### src/rtl/my_scaled_muldiv.sv
// my_scaled_muldiv: 3-stage pipelined unsigned (a*b*K[n]) >> SHIFT_W custom instruction, rev 1.0.
// Build option: define MY_MULDIV_SAT_EN to saturate oversized results instead of truncating.
`default_nettype none

module my_scaled_muldiv #(
  parameter int              DATA_W  = 32,
  parameter int              K_W     = 24,
  parameter int              SHIFT_W = 21,
  parameter logic [K_W-1:0]  K0      = K_W'(5243),
  parameter logic [K_W-1:0]  K1      = K_W'(2097152),
  parameter logic [K_W-1:0]  K2      = K_W'(20972),
  parameter logic [K_W-1:0]  K3      = K_W'(2097)
) (
  input  logic              clk,
  input  logic              reset,
  input  logic              clk_en,
  input  logic              start,
  input  logic [2:0]        n,
  input  logic [DATA_W-1:0] dataa,
  input  logic [DATA_W-1:0] datab,
  output logic [DATA_W-1:0] result,
  output logic              done
);

  localparam int P_W = 2 * DATA_W;
  localparam int S_W = P_W + K_W;
  localparam int R_W = S_W + 1 - SHIFT_W;

  logic              s1_valid;
  logic [2:0]        s1_n;
  logic [P_W-1:0]    s1_p;
  logic              s2_valid;
  logic              s2_rnd;
  logic [S_W-1:0]    s2_s;

  logic [K_W-1:0]    k_sel;
  logic [S_W:0]      rnd_add;
  logic [S_W:0]      sum;
  logic [R_W-1:0]    r;
  logic [DATA_W-1:0] res_next;

  always_comb begin
    k_sel = K0;
    case (s1_n[1:0])
      2'd0:    k_sel = K0;
      2'd1:    k_sel = K1;
      2'd2:    k_sel = K2;
      default: k_sel = K3;
    endcase
  end

  // One extra bit of headroom makes the half-LSB rounding add unable to wrap.
  always_comb begin
    rnd_add              = '0;
    rnd_add[SHIFT_W-1]   = s2_rnd;
    sum                  = {1'b0, s2_s} + rnd_add;
    r                    = sum[S_W:SHIFT_W];
  end

`ifdef MY_MULDIV_SAT_EN
  assign res_next = (|r[R_W-1:DATA_W]) ? {DATA_W{1'b1}} : r[DATA_W-1:0];
`else
  logic unused_hi;
  assign unused_hi = ^r[R_W-1:DATA_W];
  assign res_next  = r[DATA_W-1:0];
`endif

  always_ff @(posedge clk) begin
    if (!reset) begin
      s1_valid <= 1'b0;
      s1_n     <= '0;
      s1_p     <= '0;
      s2_valid <= 1'b0;
      s2_rnd   <= 1'b0;
      s2_s     <= '0;
      done     <= 1'b0;
      result   <= '0;
    end else if (clk_en) begin
      s1_valid <= start;
      if (start) begin
        s1_p <= {{DATA_W{1'b0}}, dataa} * {{DATA_W{1'b0}}, datab};
        s1_n <= n;
      end
      s2_valid <= s1_valid;
      if (s1_valid) begin
        s2_s   <= {{K_W{1'b0}}, s1_p} * {{P_W{1'b0}}, k_sel};
        s2_rnd <= s1_n[2];
      end
      done <= s2_valid;
      if (s2_valid) begin
        result <= res_next;
      end
    end
  end

endmodule

`default_nettype wire
### config.mk
export PLATFORM = sky130hd
export DESIGN_NAME = my_scaled_muldiv
export DESIGN_NICKNAME = d
export VERILOG_FILES = /design/src/rtl/my_scaled_muldiv.sv
export SDC_FILE = /design/constraint.sdc
export NUM_CORES = 2
export LEC_CHECK = 0
export CORE_UTILIZATION = 50
export CTS_CLUSTER_SIZE = 25
export DETAILED_ROUTE_END_ITERATION = 6
export PLACE_DENSITY = 0.76
export SETUP_SLACK_MARGIN = 0.3
export SKIP_CTS_REPAIR_TIMING = 1
export SLEW_MARGIN = 20
export SYNTH_ARGS = -nofsm -noshare
export SYNTH_HDL_FRONTEND = slang
export SYNTH_SLANG_ARGS = --single-unit
### constraint.sdc
create_clock -name clk -period 13.9 [get_ports clk]
set_input_delay 2.085 -clock clk [delete_from_list [all_inputs] [get_ports clk]]
set_output_delay 2.085 -clock clk [all_outputs]
set_load 0.1 [all_outputs]
==> results.md <==
- The flow ran to the end, but the final reports show violations.
- The checks that failed: DRC.
- The met1 usage in global routing is 0.368.
- The core region is approximately 110,000 um^2.
- The number of enable-type register cells in the synthesized netlist is 0.
- Pin placement for this block handled 104 I/O pins.
- The library cells used most frequently in the layout, excluding fill and tap cells, are 1,556 x inv_1, 1,352 x fa_1, 734 x nand2_1.
- The global placer's final weighted congestion is 1.01.
- The wire length of the first global-routing pass is 238 mm.
- Measured along the y axis, the die boundary spans approximately 330 um.
- The final cycle utilization of the critical path is 0.717.
- The initial standard-cell utilization of the core is 0.504.
- The average instance in the mapped netlist occupies roughly 9.1 um^2.
- The floorplan die area is about 110,000 um^2.
- The multi-input combinational cells in the finished layout cover a total of 44,600 um^2.
- The number of violations of the max-capacitance limit is 0.
- The final period demand of the worst path is 9.97 ns.
- The most critical setup path has its startpoint at dataa[15].
- The synthesized design spends more area on one cell type than any other, namely fa_1.
- Setup violations remaining at the end of the flow were counted as 0.
- The part of the Yosys area used for sequential elements is 0.0464.
- Adding up every negative setup slack in the final design gives 0 ns.
- TritonCTS built the clock tree.
- The area of the mapped netlist is around 54,000 um^2.
- The maximum number of buffers from clock root to sink is 2.
- Of all nets on the critical path, the largest fanout is 32.
- The number of hold violations in the final report is 0.
- For the worst-skew pair, the clock arrives at the later sink with an insertion delay of 0.46 ns.
- The final instance area is ~57,000 um^2.
- The required time at the worst-slack endpoint is 14.22 ns.
- In this run, the number of DRC markers left after iteration 0 of detailed routing was 3,118.
- The most heavily used metal layer in global routing is met2.
- The total detailed-routing wirelength is about 150 mm.
- The wire-length estimate of the detail-placed layout is approximately 120 mm.
- The cell chosen for the clock root is clkbuf_16.
- The total of buffers placed on input and output ports is 103.
- In the global route stage, overall resource usage came out at 0.285.
- The row count is 120.
- In this run the critical register-to-register path is launched from s1_n[0].
- After detailed routing, the number of vias per cell comes to roughly 5.4.
- Synthesis handed over a netlist of just under 6k instances.
- The min-delay analysis places its worst path in the category reg -> reg.
- The number of inserted filler cells in the final layout is ~9.6k.
- The classification of the worst setup path is in -> reg.
- The number of global-route vias before repair is between 40k and 50k.
- The measured slew at the worst slew-check pin is ~1.2 ns.
- For this run, the leading register cell type out of synthesis is dfxtp_1.
- The number of pins with negative max-slew slack in the final report is 0.
- Setup repair after global routing left no endpoint under its margin.
- The largest clock skew in the final design is 0.0164 ns.
- The number of warnings printed during yosys synthesis is 0.
- The relative slew slack is 0.190.
- The worst min-delay path startpoint is s2_s[20].
- The number of antenna violations at the first check in global routing is 1.
- Dividing the detail-routed wire length by the instance count gives roughly 20 um.
- Across the whole layout, storage elements account for about 2500 um^2.
- The H-tree was split into 4 levels.
- The count of nets left with antenna violations once routing finished came out at 0.
- When the netlist entered floorplanning its net count stood at 7,787.
- For met2 alone, demand over resource in global routing was 0.469.
- The global-route met3 utilization is 0.0611.
- From left edge to right edge, the die measures approximately 330 um.
- The share of cells above drive strength 1 is 0.0217.
- Based on the critical path, the design can be clocked at up to between 0.1 and 0.15 GHz.
- The startpoint class of the critical path is a primary input.
- Detailed routing inserted a total of between 30k and 40k vias.
- The overall overflow remaining after global route is 0.
- The pin count of the biggest net entering global routing is between 80 and 90.
- The detailed-route DRC error count is 2.
- The endpoint type of the worst setup path is a flop.
- The library cell used most frequently in the layout, excluding fill and tap cells, is inv_1.
- Relative to the synthesized area, the layout overhead comes to 5.13%.
- The number of nets in the layout is a little under 8k.
- The area share of the leading cell type in the synthesized netlist is 0.502.
- After synthesis, the netlist uses 66 different library cells.
- The CTS buffer count is 17.
- The first detailed-routing pass ran for 7 iterations.
- The number of flip-flops and latches in the synthesized netlist is 125.
- By area the synthesized netlist is led by fa_1 50%, inv_1 11%, ha_1 9.4%, and2_1 7.3%, nand2_1 5.1%.
- The proportion of register bits with asynchronous set or reset after synthesis is 0.
- The clock-pin transition on the worst setup and hold timing paths is ~0.060 ns.
- The number of clock sinks is about 130.
- The area of placed instances is about 56,000 um^2.
- For the worst setup path, the data arrival time is roughly 10 ns.
==> final cells by class <==
class,instances,share of cell area
Antenna cell,2,0.0000883
Clock buffer,17,0.00750
Clock inverter,13,0.00249
Inverter,1559,0.103
Multi-Input combinational cell,4008,0.786
Sequential cell,125,0.0441
Tap cell,1403,0.0310
Timing Repair Buffer,166,0.0251
==> kinds of logic after synthesis <==
kind of cell             count (synthesis)  synth area share
AO/OA/AOI/OAI                          376            0.0445
XOR/XNOR                               148            0.0243
adder cells (fa/ha/maj)               1759             0.596
buffers and inverters                 1824             0.127
flip-flops                             125            0.0464
multiplexers                             6           0.00111
AND/OR/NAND/NOR                       1719             0.160
==> registers in the layout (all words and copies together) (netlist names) <==
name,count
s2_rnd,1
s2_s,33
result,32
done,1
s1_valid,1
s2_valid,1
s1_p,53
s1_n,3
==> per-stage QoR <==
step                setup WS (ns)  utilization  cells  hold slack, ns
floorplan                    4.95            -   5957           0.417
global placement             3.07        0.524   7261           0.436
detailed placement           3.15        0.524   7261           0.450
CTS                          3.63        0.530   7291           0.458
global route                 3.56        0.529   7291           0.483
finish                       3.93        0.530   7293           0.463
==> cell usage after synthesis, types with 5 or more instances <==
master and number:
a211oi_1 42, a21o_1 32, a21oi_1 148, a31oi_1 14
and2_1 629, and3_1 15, buf_1 7, clkbuf_1 256
dfxtp_1 125, fa_1 1352, ha_1 407, inv_1 1557
mux2i_1 6, nand2_1 734, nand2b_1 71, nand3_1 46
nand4_1 13, nor2_1 91, nor2b_1 85, nor3_1 12
o211ai_1 13, o21a_1 8, o21ai_0 49, o21ai_1 12
o21bai_1 10, or3_1 5, xnor2_1 97, xor2_1 50
==> metal layers <==
layer | wire, um | vias to the layer above
met1 | 58100 | 20100
met5 | 0 | -
met2 | 69800 | 1906
li1 | - | 17000
met4 | 6140 | 0
met3 | 14100 | 309
==> critical path, cell delays in order <==
cell and delay, ns:
clkdlybuf4s50_1 0.45, buf_4 0.44, nand2_1 0.17, fa_1 0.57, inv_1 0.06, fa_1 0.59
inv_1 0.08, fa_1 0.54, inv_1 0.05, fa_1 0.43, fa_1 0.50, inv_1 0.06
fa_1 0.55, fa_1 0.43, fa_1 0.49, inv_1 0.04, ha_1 0.48, nand2_1 0.09
o41ai_1 0.55, a31oi_1 0.28, o21a_1 0.33, a311oi_2 0.44, a31oi_1 0.18, o21ai_1 0.18
xnor2_1 0.14, o21ai_1 0.07
==> path summary, 6_finish.rpt <==
kind,end,slack [ns],depth (start not counted)
worst max-delay path,s1_p[51],3.93,26
worst min-delay path,s2_s[20],0.46,2
worst max register to register,s2_s[50],4.54,28
worst min register to register,s2_s[20],0.46,2
Power is left out: the tool's default activity adds up to more than one toggle a clock period on the data nets, which glitch-free logic cannot reach.
